--- src/rtl/shift64_assembler_if.sv ---
// ---------------------------------------------------------------------------
// shift64_assembler_if
// Handshake bundle between a chunk source, the shift64 assembler and the
// consumer of assembled words.
//   in_valid/in_ready/in_wide/in_data : chunk input (1-bit or 8-bit chunks)
//   flush                             : request to emit the current partial word
//   out_valid/out_ready/out_data/out_count : assembled word output
//   ovf                               : pulse, an 8-bit chunk was dropped
// Modports:
//   slave  - the assembler side
//   master - the environment side (source + sink)
// ---------------------------------------------------------------------------
interface shift64_assembler_if;
   logic        in_valid;
   logic        in_ready;
   logic        in_wide;
   logic [7:0]  in_data;
   logic        flush;
   logic        out_valid;
   logic        out_ready;
   logic [63:0] out_data;
   logic [6:0]  out_count;
   logic        ovf;

   modport slave (
      input  in_valid, in_wide, in_data, flush, out_ready,
      output in_ready, out_valid, out_data, out_count, ovf
   );

   modport master (
      output in_valid, in_wide, in_data, flush, out_ready,
      input  in_ready, out_valid, out_data, out_count, ovf
   );
endinterface

--- src/rtl/shift64_assembler.sv ---
// ---------------------------------------------------------------------------
// shift64_assembler
// Serial-to-parallel assembler: shifts 1-bit or 8-bit chunks into a 64-bit
// accumulator and presents each completed (or flushed) word on a valid/ready
// output. Rebuilds words serialized by the 64-bit shifter with amount 1 or 8.
// Parameters:
//   MSB_FIRST = 1 : chunks enter at the LSB end, accumulator shifts left
//                   (first chunk ends up most significant)
//   MSB_FIRST = 0 : chunks enter at the MSB end, accumulator shifts right
//                   (first chunk ends up least significant)
// Ports:
//   clk    : rising-edge clock
//   resetn : synchronous active-low reset
//   bus    : shift64_assembler_if.slave (chunk input, flush, word output, ovf)
// ---------------------------------------------------------------------------
module shift64_assembler #(
   parameter bit MSB_FIRST = 1'b1
) (
   input  logic                  clk,
   input  logic                  resetn,
   shift64_assembler_if.slave    bus
);

   typedef enum logic {
      ST_FILL = 1'b0,
      ST_HOLD = 1'b1
   } state_t;

   state_t      state_q,     state_d;
   logic [63:0] acc_q,       acc_d;
   logic [6:0]  cnt_q,       cnt_d;
   logic [63:0] out_data_q,  out_data_d;
   logic [6:0]  out_count_q, out_count_d;
   logic        ovf_q,       ovf_d;

   // Accumulator after shifting in a 1-bit or an 8-bit chunk
   logic [63:0] acc_sh1;
   logic [63:0] acc_sh8;

   generate
      if (MSB_FIRST) begin : g_shift_left
         assign acc_sh1 = {acc_q[62:0], bus.in_data[0]};
         assign acc_sh8 = {acc_q[55:0], bus.in_data};
      end else begin : g_shift_right
         assign acc_sh1 = {bus.in_data[0], acc_q[63:1]};
         assign acc_sh8 = {bus.in_data, acc_q[63:8]};
      end
   endgenerate

   // Post-chunk view of the accumulator, used by both completion and flush
   logic [63:0] acc_n;
   logic [6:0]  cnt_n;
   logic        drop;

   always_comb begin
      state_d     = state_q;
      acc_d       = acc_q;
      cnt_d       = cnt_q;
      out_data_d  = out_data_q;
      out_count_d = out_count_q;
      ovf_d       = 1'b0;
      acc_n       = acc_q;
      cnt_n       = cnt_q;
      drop        = 1'b0;

      case (state_q)
         ST_FILL: begin
            if (bus.in_valid) begin
               if (bus.in_wide) begin
                  // A byte only fits while at most 56 bits are held
                  if (cnt_q > 7'd56) begin
                     drop = 1'b1;
                  end else begin
                     acc_n = acc_sh8;
                     cnt_n = cnt_q + 7'd8;
                  end
               end else begin
                  acc_n = acc_sh1;
                  cnt_n = cnt_q + 7'd1;
               end
            end

            if ((cnt_n == 7'd64) || (bus.flush && (cnt_n != 7'd0))) begin
               // Emit the word; a drop coinciding with a flush is not
               // reported because ovf must stay low while a word is held
               out_data_d  = acc_n;
               out_count_d = cnt_n;
               acc_d       = 64'd0;
               cnt_d       = 7'd0;
               state_d     = ST_HOLD;
            end else begin
               acc_d = acc_n;
               cnt_d = cnt_n;
               ovf_d = drop;
            end
         end

         ST_HOLD: begin
            if (bus.out_ready) begin
               state_d = ST_FILL;
            end
         end

         default: begin
            state_d = ST_FILL;
         end
      endcase
   end

   always_ff @(posedge clk) begin
      if (!resetn) begin
         state_q     <= ST_FILL;
         acc_q       <= 64'd0;
         cnt_q       <= 7'd0;
         out_data_q  <= 64'd0;
         out_count_q <= 7'd0;
         ovf_q       <= 1'b0;
      end else begin
         state_q     <= state_d;
         acc_q       <= acc_d;
         cnt_q       <= cnt_d;
         out_data_q  <= out_data_d;
         out_count_q <= out_count_d;
         ovf_q       <= ovf_d;
      end
   end

   // in_ready depends on state only, never on in_valid
   assign bus.in_ready  = (state_q == ST_FILL);
   assign bus.out_valid = (state_q == ST_HOLD);
   assign bus.out_data  = out_data_q;
   assign bus.out_count = out_count_q;
   assign bus.ovf       = ovf_q;

endmodule

--- src/flat_wrapper.sv ---
// flat-port wrapper written by rule: the top's interface ports become plain ports
module shift64_assembler_flat 
#(
   parameter bit MSB_FIRST = 1'b1
)
  (clk, resetn, bus_in_valid, bus_in_wide, bus_in_data, bus_flush, bus_out_ready, bus_in_ready, bus_out_valid, bus_out_data, bus_out_count, bus_ovf);
  shift64_assembler_if bus_i ();
  input  logic clk;
  input  logic resetn;
  input wire logic [$bits(bus_i.in_valid)-1:0] bus_in_valid;
  input wire logic [$bits(bus_i.in_wide)-1:0] bus_in_wide;
  input wire logic [$bits(bus_i.in_data)-1:0] bus_in_data;
  input wire logic [$bits(bus_i.flush)-1:0] bus_flush;
  input wire logic [$bits(bus_i.out_ready)-1:0] bus_out_ready;
  output wire logic [$bits(bus_i.in_ready)-1:0] bus_in_ready;
  output wire logic [$bits(bus_i.out_valid)-1:0] bus_out_valid;
  output wire logic [$bits(bus_i.out_data)-1:0] bus_out_data;
  output wire logic [$bits(bus_i.out_count)-1:0] bus_out_count;
  output wire logic [$bits(bus_i.ovf)-1:0] bus_ovf;
  assign bus_i.in_valid = bus_in_valid;
  assign bus_i.in_wide = bus_in_wide;
  assign bus_i.in_data = bus_in_data;
  assign bus_i.flush = bus_flush;
  assign bus_i.out_ready = bus_out_ready;
  assign bus_in_ready = bus_i.in_ready;
  assign bus_out_valid = bus_i.out_valid;
  assign bus_out_data = bus_i.out_data;
  assign bus_out_count = bus_i.out_count;
  assign bus_ovf = bus_i.ovf;
  shift64_assembler #(.MSB_FIRST(MSB_FIRST)) u_core (.clk(clk), .resetn(resetn), .bus(bus_i));
endmodule
--- config.mk ---
export PLATFORM = sky130hd
export DESIGN_NAME = shift64_assembler_flat
export DESIGN_NICKNAME = d
export VERILOG_FILES = /design/src/rtl/shift64_assembler_if.sv /design/src/rtl/shift64_assembler.sv /design/src/flat_wrapper.sv
export SDC_FILE = /design/constraint.sdc
export NUM_CORES = 1
export LEC_CHECK = 0
export ABC_CLOCK_PERIOD_IN_PS = 6660
export BUFFER_PORTS_ARGS = -buffer_cell sky130_fd_sc_hd__clkbuf_2
export CAP_MARGIN = 25
export CORE_MARGIN = 2
export CORE_UTILIZATION = 38
export CTS_CLUSTER_DIAMETER = 30
export DETAILED_ROUTE_END_ITERATION = 8
export PLACE_DENSITY = 0.56
export SLEW_MARGIN = 10
export SYNTH_ARGS = -nofsm -noshare
export SYNTH_HDL_FRONTEND = slang
export SYNTH_SLANG_ARGS = --single-unit
--- constraint.sdc ---
create_clock -name clk -period 6.66 [get_ports clk]
set_clock_uncertainty 0.15 [all_clocks]
set_input_delay 0.999 -clock clk [delete_from_list [all_inputs] [get_ports clk]]
set_output_delay 0.999 -clock clk [all_outputs]
set_load 0.02 [all_outputs]
# --- After elaboration in Yosys (flattened, before gate mapping) ---
# Cells that the tools add are included.
op_classes:
  add_sub_neg: 2
  order_cmp: 1
  n_eq_ne: 1
  muxes: 13
  bitwise_logic: 4
  n_reduce_logical: 5
ops:
  columns: ["op", "count"]
  rows:
  - ["$mux 64", 4]
  - ["$mux 7", 5]
  - ["$add 7x1->7 const B", 1]
  - ["$add 7x4->7 const B", 1]
  - ["$eq 7x7->1 const B", 1]
  - ["$gt 7x6->1 const B", 1]
  - ["$reduce_bool 7->1", 1]
  - ["$reduce_or 5->1", 1]
  - ["$not 1->1", 4]
  - ["$mux 1", 3]
  - ["$pmux 1 s2", 1]
  - ["$reduce_and 2->1", 1]
  - ["$logic_and 1x1->1", 1]
  - ["$logic_or 1x1->1", 1]
word_totals:
  regBits: 144
  inputBits: 14
  output_inout_bits: 74
  word_cells: 32

# --- Longest topological paths before layout ---
# Gate-level depths: netlist of run 1.
depth:
  ltp_word: 10
  mapped_depth: 12
  depth_no_buf: 9

# --- Worst setup path before layout of run 1 ---
# OpenSTA, ideal clock, no wires.
synth_path:
  path_kind: "input -> register"
  from: "in bus_in_wide"
  to: "reg u_core.out_count_q[0] (netlist: u_core.bus.out_count[0])"
  setup_ps: 116
  arrival_time_ps: 3157
  t_required_ps: 6394
  setup_slack_ps: 3237
  stages: 9
  n_path_buf: 2
  path_cell_list: "buf_2 > a211oi_1 > a31oi_1 > a211o_1 > a211oi_4 > mux2i_2 > clkbuf_1 > nor2_1 > o211a_1"
synth_between:
  elab_chain_cells: 7
  word_cells_on_any_way: 8
  cone_classes: "1 x eq/ne; 3 x mux; 4 x reduce/logical"
synth_rtl:
  columns: ["item", "line_no", "rtl"]
  rows:
  - ["from (decl)", "flat_wrapper.sv:11", "input wire logic [$bits(bus_i.in_wide)-1:0] bus_in_wide;"]
  - ["$mux 7 *", "shift64_assembler.sv:69", "if (bus.in_wide) begin"]
  - ["$mux 7 *", "shift64_assembler.sv:68", "if (bus.in_valid) begin"]
  - ["$mux 7 *", "shift64_assembler.sv:66", "case (state_q)"]
  - ["$reduce_bool 7->1", "shift64_assembler.sv:83", "if ((cnt_n == 7'd64) || (bus.flush && (cnt_n != 7'd0))) begin"]
  - ["$logic_and 1x1->1", "shift64_assembler.sv:83", null]
  - ["$logic_or 1x1->1", "shift64_assembler.sv:83", null]
  - ["$reduce_and 2->1 (no line)", null, null]
  - ["to (signal assigned)", "shift64_assembler.sv:123", "out_count_q <= out_count_d;"]
  - ["to (decl)", "shift64_assembler.sv:33", "logic [6:0] out_count_q, out_count_d;"]
# Mark *: on every way between the ends. The rest lies on a longest branch, timed or not. The select of a mux whose other input is x is not followed.
# A chain may end at the register's enable or synchronous reset.

# --- Final worst setup path of run 1 ---
layout_path:
  from: "reg u_core.cnt_q[3]"
  to: "reg u_core.out_data_q[2] (netlist: u_core.bus.out_data[2])"
layout_between:
  elab_chain_cells: 9
  word_cells_on_any_way: 15
  cone_classes: "2 x add/sub; 1 x order compare; 1 x eq/ne; 7 x mux; 4 x reduce/logical"
layout_rtl:
  columns: ["item", "line_no", "rtl"]
  rows:
  - ["from (decl)", "shift64_assembler.sv:31", "logic [6:0] cnt_q, cnt_d;"]
  - ["from (signal assigned)", "shift64_assembler.sv:121", "cnt_q <= cnt_d;"]
  - ["$add 7x4->7 / $gt 7x6->1 (equally long branches)", "shift64_assembler.sv:75, shift64_assembler.sv:71", null]
  - ["$mux 7", "shift64_assembler.sv:71", "if (cnt_q > 7'd56) begin"]
  - ["$mux 7", "shift64_assembler.sv:69", null]
  - ["$mux 7", "shift64_assembler.sv:68", null]
  - ["$mux 7", "shift64_assembler.sv:66", null]
  - ["$reduce_bool 7->1", "shift64_assembler.sv:83", null]
  - ["$logic_and 1x1->1", "shift64_assembler.sv:83", null]
  - ["$logic_or 1x1->1", "shift64_assembler.sv:83", null]
  - ["$reduce_and 2->1 (no line)", null, null]
  - ["to (signal assigned)", "shift64_assembler.sv:122", "out_data_q <= out_data_d;"]
  - ["to (decl)", "shift64_assembler.sv:32", "logic [63:0] out_data_q, out_data_d;"]
# Several ways; a longest one is shown, not always the timed one. The select of a mux whose other input is x is not followed.

==> results of run 1 <==
-- synth_stat cells, types with 2 or more instances --
cell	number
nor4_1	50
and3_1	4
xnor2_1	2
a31o_2	47
o221ai_1	48
or3_1	47
a31oi_1	5
inv_1	5
nor2b_1	9
o221a_2	2
buf_6	3
buf_2	6
o41ai_1	8
o211a_1	10
nand2b_1	47
nand4_1	3
xor2_1	2
o22ai_1	17
nor3_1	6
or4_1	2
a211oi_1	5
o21ai_0	31
a21oi_1	58
nor2_1	23
a211o_1	2
clkbuf_1	86
a22o_1	8
o211ai_1	18
dfxtp_1	144
ha_1	3
a311oi_1	2
nand3_1	5
nand2_1	76
-- worst register-to-register path: cells and delay by family, from the launching register on --
kind,cells,cell delay [ns]
AOI/OAI and AO/OA,5,1.89
and+or+nand+nor,1,0.54
adders and majority gates,1,0.35
muxes,1,0.65
buffers and inverters,1,0.33
DFF,1,0.41
-- metal layers --
layer / up-vias / track usage, % / share of wire [%]
met5: - / 0 / 0
met3: 16 / 4.434 / 4.3
met4: 0 / 5.800 / 1.0
li1: 3105 / - / -
met2: 172 / 30.77 / 46
met1: 3011 / 26.48 / 48
-- kinds of logic (layout without fill, tap and decap cells) --
logic type / count (synthesis) / count (layout) / share of synthesized area, %
mux: 3 / 3 / 0.5657
fa+ha+maj: 3 / 3 / 0.5476
flops: 144 / 144 / 42.05
xor+xnor: 4 / 4 / 0.5111
buf+inv: 103 / 137 / 6.114
compound gates: 268 / 268 / 28.58
simple gates: 276 / 276 / 21.63
-- final timing paths --
check | start | end | slack, ns | cells after the start
max | u_core.cnt_q[3] | u_core.bus.out_data[2] | 2.23 | 9
max reg2reg | u_core.cnt_q[3] | u_core.bus.out_data[2] | 2.23 | 9
min reg2reg | u_core.acc_q[57] | u_core.acc_q[57] | 0.32 | 2
min | u_core.acc_q[57] | u_core.acc_q[57] | 0.32 | 2
-- cell usage in the layout, fill, tap and decap left out, types with 22 or more instances in the layout --
cell	count
nor4_1	50
nor2_1	22
clkbuf_2	86
a21oi_1	58
a31o_2	47
nand2_1	76
o21ai_0	31
nand2b_1	47
dfxtp_1	143
o221ai_1	48
or3_1	47
-- area by class of cell --
| type | count | area [um^2] | area share (%) |
|---|---|---|---|
| multi-input combinational | 554 | 3596 | 45.01 |
| inverter | 7 | 27.53 | 0.3446 |
| timing repair buffer | 98 | 518.0 | 6.484 |
| clock buffer | 23 | 498.0 | 6.233 |
| sequential | 144 | 2887 | 36.13 |
| tap | 229 | 286.5 | 3.587 |
| clock inverter | 9 | 176.4 | 2.208 |
-- state kept, by name, summed over array words and instances (netlist names) --
register / cells
u_core.cnt_q: 7
u_core.acc_q: 64
u_core.bus.out_valid: 1
u_core.bus.out_count: 7
u_core.bus.ovf: 1
u_core.bus.out_data: 64
-- power groups by stage --
stage                     Combinational [mW]  Clock, mW  Sequential [mW]
after global routing                   0.398       1.14            0.974
after detailed placement               0.363          0            0.986
after CTS                              0.364       1.10            0.967
after global placement                 0.357          0            0.984
final                                  0.364       1.08            0.968
after floorplan                        0.245          0             1.00
-- metrics by stage --
stage | hold slack [ns] | utilization (%) | instance area (um^2) | instances
finish | 0.3224 | 44.78 | 7989 | 1064
global route | 0.3476 | 44.78 | 7989 | 1064
CTS | 0.3247 | 44.75 | 7984 | 1063
detailed placement | 0.3171 | 40.97 | 7310 | 1031
global placement | 0.3094 | 40.97 | 7310 | 1031
floorplan | 0.2987 | - | 6855 | 801
==> metrics.md, run 1 <==
| Metric | Value |
|---|---|
| Share of cells above drive strength 1 | 22.63% |
| FF+latch count, synth | 144 |
| CTS tree | done |
| RSZ-0062 raised after global routing | no |
| Max-slew violation count | 0 |
| Worst EP required | 6.82 ns |
| Via Count | 6304 |
| Die height | 138.3 um |
| # diodes | 0 |
| Gpl congestion | 0.8264 |
| Port Buffers | 87 |
| Post-synthesis sequential area ratio | 42.05% |
| YS warnings | 0 |
| Post-synth EDFFs | 0 |
| WL/cell | 17.80 um |
| Comb pwr share | 15.1% |
| Total negative slack | 0 ns |
| Max Cap Violations | 0 |
| Most used DFF post-synth | dfxtp_1 |
| Worst-Margin Slew | 0.9529 ns |
| Via density per instance | 5.925 |
| Cell variety after synth | 50 |
| GRT Overall Usage | 19.41% |
| Crit path kind | reg2reg |
| Largest cells by area after synthesis | dfxtp_1 (42%), o221ai_1 (6.1%), a31o_2 (6.0%) |
| Clk buf depth | 2 |
| Setup WS pre-CTS | 1.965 ns |
| H-tree Lvls | 4 |
| Final hold violation count | 0 |
| Residual DRC | 0 |
| Peak VDD IR | 0.1873 mV |
| Fillers | 1717 |
| Clock transition at path regs | 0.06 ns |
| Cell at the slowest stage of the critical path | mux2_4 |
| Initial antenna violation count | 0 |
| Synth Cell Area | 6855 um^2 |
| Async SR Flop Fraction | 0% |
| Clk Latency, worst-skew pair | 0.42 ns |
| CTS Hold Bufs | 0 |
| Largest net degree at the start of global routing | 101 |
| Switching Fraction | 26.95% |
| Congestion Overflow GR | 0 |
| Top cell type's share of synthesized area | 42.05% |
| Post-Syn Instances | 801 |
| Number of global-route vias before repair | 5820 |
| Area growth syn-to-layout | 16.54% |
| Detail Route Antenna Nets | 0 |
| Critical Path AT | 4.59 ns |
| Outcome | complete, no violations |
| Crit path buf inv count | 1 |
| Clock sink count | 144 |
| Die area | 19130 um^2 |
| DRT iter0 DRCs | 418 |
| Net switching power | 0.6487 mW |
| Yosys top cell by area | dfxtp_1 |
| CTS resizes | 0 |
| Startpoint types | flip-flop |
| Final period util | 66.51% |
| Setup WS post-layout | 2.230 ns |
| Avg Synthesized Cell Area | 8.558 um^2 |
| Clock group share of total power | 44.7% |
| Crit-path cells | ha_1, a21oi_1, a32oi_4, buf_4, o221a_2, a211oi_4, mux2_4, nand2_4, o41ai_1 |
| Leakage | 2.997 nW |
| Global-route wire length before repair | 30.84 mm |
| Nets@finish | 839 |
| Mapped Nets | 818 |
| Io pins | 88 |
| Core Box Area | 17840 um^2 |
| Post-CTS setup buffers | 0 |
| Cell internal pwr | 1.758 mW |
| CP Capture Type | flip-flop |
| CP max FO | 65 |
| Number of buffers created by CTS | 17 |
| Pwr Total | 2.407 mW |
| FMAX | 225.8 MHz |
| Initial Utilization | 38.42% |
| Slew HR | 36.47% |
| Top cell family by delay on the critical path | compound AO/OA/AOI/OAI gates |
| Drt pass-1 iters | 5 |
| Rows | 49 |
| Hold crit path type | reg2reg |
| Post-layout min period | 4.430 ns |
| HPWL after detailed placement | 11.70 mm |
| Root Driver | clkbuf_16 |
| Crit-path max cell delay | 0.65 ns |
| Power per cell area | 301.3 nW/um^2 |
| Reg power frac | 40.2% |
| Setup Viol. Count Final | 0 |
| Chip width | 138.3 um |
| WL final | 18.94 mm |
No activity file was read; power rests on OpenSTA's default activity.
==> run 2, diff against run 1 <==
--- a/config.mk
+++ b/config.mk
@@ -5,14 +5,14 @@
 export SDC_FILE = /design/constraint.sdc
 export NUM_CORES = 1
 export LEC_CHECK = 0
-export ABC_CLOCK_PERIOD_IN_PS = 6660
+export ABC_CLOCK_PERIOD_IN_PS = 3800
 export BUFFER_PORTS_ARGS = -buffer_cell sky130_fd_sc_hd__clkbuf_2
 export CAP_MARGIN = 25
 export CORE_MARGIN = 2
 export CORE_UTILIZATION = 38
 export CTS_CLUSTER_DIAMETER = 30
 export DETAILED_ROUTE_END_ITERATION = 8
-export PLACE_DENSITY = 0.56
+export PLACE_DENSITY = 0.58
 export SLEW_MARGIN = 10
 export SYNTH_ARGS = -nofsm -noshare
 export SYNTH_HDL_FRONTEND = slang
==> constraint.sdc (replaced) <==
create_clock -name clk -period 3.8 [get_ports clk]
set_clock_uncertainty 0.15 [all_clocks]
set_input_delay 0.57 -clock clk [delete_from_list [all_inputs] [get_ports clk]]
set_output_delay 0.57 -clock clk [all_outputs]
set_load 0.02 [all_outputs]
==> metrics.md, run 2 (synthesis gave the netlist of run 1 again) <==
| Metric | Value |
|---|---|
| Root Driver | clkbuf_16 (unchanged) |
| Largest net degree at the start of global routing | 180 (was 101) |
| H-tree Lvls | 4 (unchanged) |
| Hold Path Sink | u_core.acc_q[0] (was u_core.acc_q[57]) |
| Commonest non-fill, non-tap cell in the layout | dfxtp_1 (unchanged) |
| Setup WS post-layout | 0.4086 ns (was 2.230 ns) |
| HPWL after detailed placement | 11.90 mm (was 11.70 mm) |
| RR Endpoint | u_core.bus.out_valid (was u_core.bus.out_data[2]) |
| Final hold violation count | 0 (unchanged) |
| RSZ-0062 raised after global routing | no (unchanged) |
| Hold crit path type | in2reg (was reg2reg) |
| WL/cell | 17.66 um (was 17.80 um) |
| Fin util | 45.59% (was 44.78%) |
| Residual DRC | 0 (unchanged) |
| Clk buf depth | 2 (unchanged) |
| Worst r2r src | u_core.cnt_q[4] (was u_core.cnt_q[3]) |
| Clock transition at path regs | 0.06 ns (about the same) |
| Hold WS | 0.3113 ns (was 0.3224 ns) |
| Initial Utilization | 38.42% (unchanged) |
| Core Box Area | 17840 um^2 (unchanged) |
| Io pins | 88 (unchanged) |
| Post-CTS setup buffers | 0 (unchanged) |
| Detail Route Antenna Nets | 0 (unchanged) |
| Congestion Overflow GR | 0 (unchanged) |
| Share of cells above drive strength 1 | 23.73% (was 22.63%) |
| Via density per instance | 5.860 (was 5.925) |
| Gpl congestion | 0.8528 (was 0.8264) |
| Hold path start | bus_in_data[0] (was u_core.acc_q[57]) |
| DRT iter0 DRCs | 545 (was 418) |
| FMAX | 294.9 MHz (was 225.8 MHz) |
| Outcome | complete, no violations (unchanged) |
| Setup WS pre-CTS | 0.4327 ns (was 1.965 ns) |
| Pwr Total | 4.176 mW (was 2.407 mW) |
| Slew HR | 36.22% (was 36.47%) |
| Area growth syn-to-layout | 18.63% (was 16.54%) |
| Die height | 138.3 um (unchanged) |
| CTS Hold Bufs | 0 (unchanged) |
| Post-placement cell count | 1044 (was 1031) |
| CP Capture Type | flip-flop (unchanged) |
| Chip width | 138.3 um (unchanged) |
| Global-route wire length before repair | 31.20 mm (was 30.84 mm) |
| Number of global-route vias before repair | 5681 (was 5820) |
| Nets@finish | 851 (was 839) |
| Power per cell area | 513.4 nW/um^2 (was 301.3 nW/um^2) |
| Worst-Margin Slew | 0.9494 ns (was 0.9529 ns) |
| Internal reg-to-reg setup slack | 0.41 ns (was 2.23 ns) |
| Port Buffers | 87 (unchanged) |
| Post-layout min period | 3.391 ns (was 4.430 ns) |
| Reg area | 2887 um^2 (unchanged) |
| Leakage | 3.063 nW (was 2.997 nW) |
| Critical Path AT | 3.56 ns (was 4.59 ns) |
| Worst r2r path cells | 8 (was 9) |
| Initial antenna violation count | 0 (unchanged) |
| Peak VDD IR | 0.3425 mV (was 0.1873 mV) |
| Cell depth of the worst min-delay path | 3 (was 2) |
| Clock sink count | 144 (unchanged) |
| Layout Cells excl Fill | 1076 (was 1064) |
| Fillers | 1751 (was 1717) |
| Final period util | 89.25% (was 66.51%) |
| Multi-input logic area | 3596 um^2 (unchanged) |
| Crit path kind | reg2reg (unchanged) |
| WL final | 19.01 mm (was 18.94 mm) |
| Max-slew violation count | 0 (unchanged) |
| # diodes | 0 (unchanged) |
| Rows | 49 (unchanged) |
| Via Count | 6305 (was 6304) |
| CP max FO | 13 (was 65) |
| Clk Latency, worst-skew pair | 0.43 ns (was 0.42 ns) |
| Die area | 19130 um^2 (unchanged) |
| GRT Overall Usage | 19.74% (was 19.41%) |
| Number of buffers created by CTS | 17 (unchanged) |
| Startpoint types | flip-flop (unchanged) |
| Finished Cell Area | 8133 um^2 (was 7989 um^2) |
| Max Cap Violations | 0 (unchanged) |
| Total negative slack | 0 ns (unchanged) |
| Worst EP required | 3.97 ns (was 6.82 ns) |
| Placed inst area | 7496 um^2 (was 7310 um^2) |
| Most frequent cells in the layout | dfxtp_1 (143), clkbuf_2 (86), nand2_1 (76) (unchanged) |
| Setup Viol. Count Final | 0 (unchanged) |
| Drt pass-1 iters | 5 (unchanged) |
| CTS resizes | 0 (unchanged) |
| CTS tree | done (unchanged) |
run 2: changes by cell type in the layout (fill, tap and decap cells not counted):
cell	delta
buf_2	-1
inv_4	+1
inv_2	-1
clkinvlp_4	+2
clkbuf_8	-3
inv_6	+2
buf_12	+7
bufinv_16	-1
buf_4	+6
run 2: layer usage:
| metal | up-vias | global-route usage, % | share of wire (%) |
|---|---|---|---|
| met5 | - | 0 | 0 |
| met4 | 0 | 7.841 | 2.4 |
| met3 | 31 | 3.741 | 3.2 |
| met2 | 128 | 29.76 | 46 |
| met1 | 3031 | 27.91 | 49 |
| li1 | 3115 | - | - |
run 2: layout make-up:
cell class | count | share of cell area, %
well taps | 229 | 3.523
clock buffers | 20 | 5.615
multi-input cells | 554 | 44.22
clock inverters | 12 | 2.215
flip-flops and latches | 144 | 35.49
repair buffers | 110 | 8.585
inverters | 7 | 0.3538
run 2: worst max-delay path, stage by stage, from the launching register on:
cell and delay (ns):
dfxtp_1 0.39, ha_1 0.29, a21oi_1 0.43, a32oi_4 0.16
o221a_2 0.32, a211oi_4 0.29, mux2i_4 0.59, nand2_1 0.38
and3_1 0.27
run 2: how the worst max path moves through the flow:
stage | startpoint | end | slack [ns] | cells past startpoint
2_1_floorplan | bus_in_wide | u_core.bus.out_count[0] | 0.81 | 9
3_3_place_gp | bus_in_wide | u_core.bus.out_valid | 0.48 | 8
3_5_place_dp | bus_in_wide | u_core.bus.out_valid | 0.43 | 8
4_1_cts | u_core.cnt_q[4] | u_core.bus.out_valid | 0.43 | 8
5_1_grt | u_core.cnt_q[4] | u_core.bus.out_valid | 0.17 | 8
6_report | u_core.cnt_q[4] | u_core.bus.out_valid | 0.41 | 8
run 2: power by group:
group | internal, mW | total [mW] | switching (mW)
clock network | 1.14 | 1.81 | 0.669
registers | 1.61 | 1.69 | 0.0830
logic | 0.248 | 0.676 | 0.427
total | 3.00 | 4.18 | 1.18
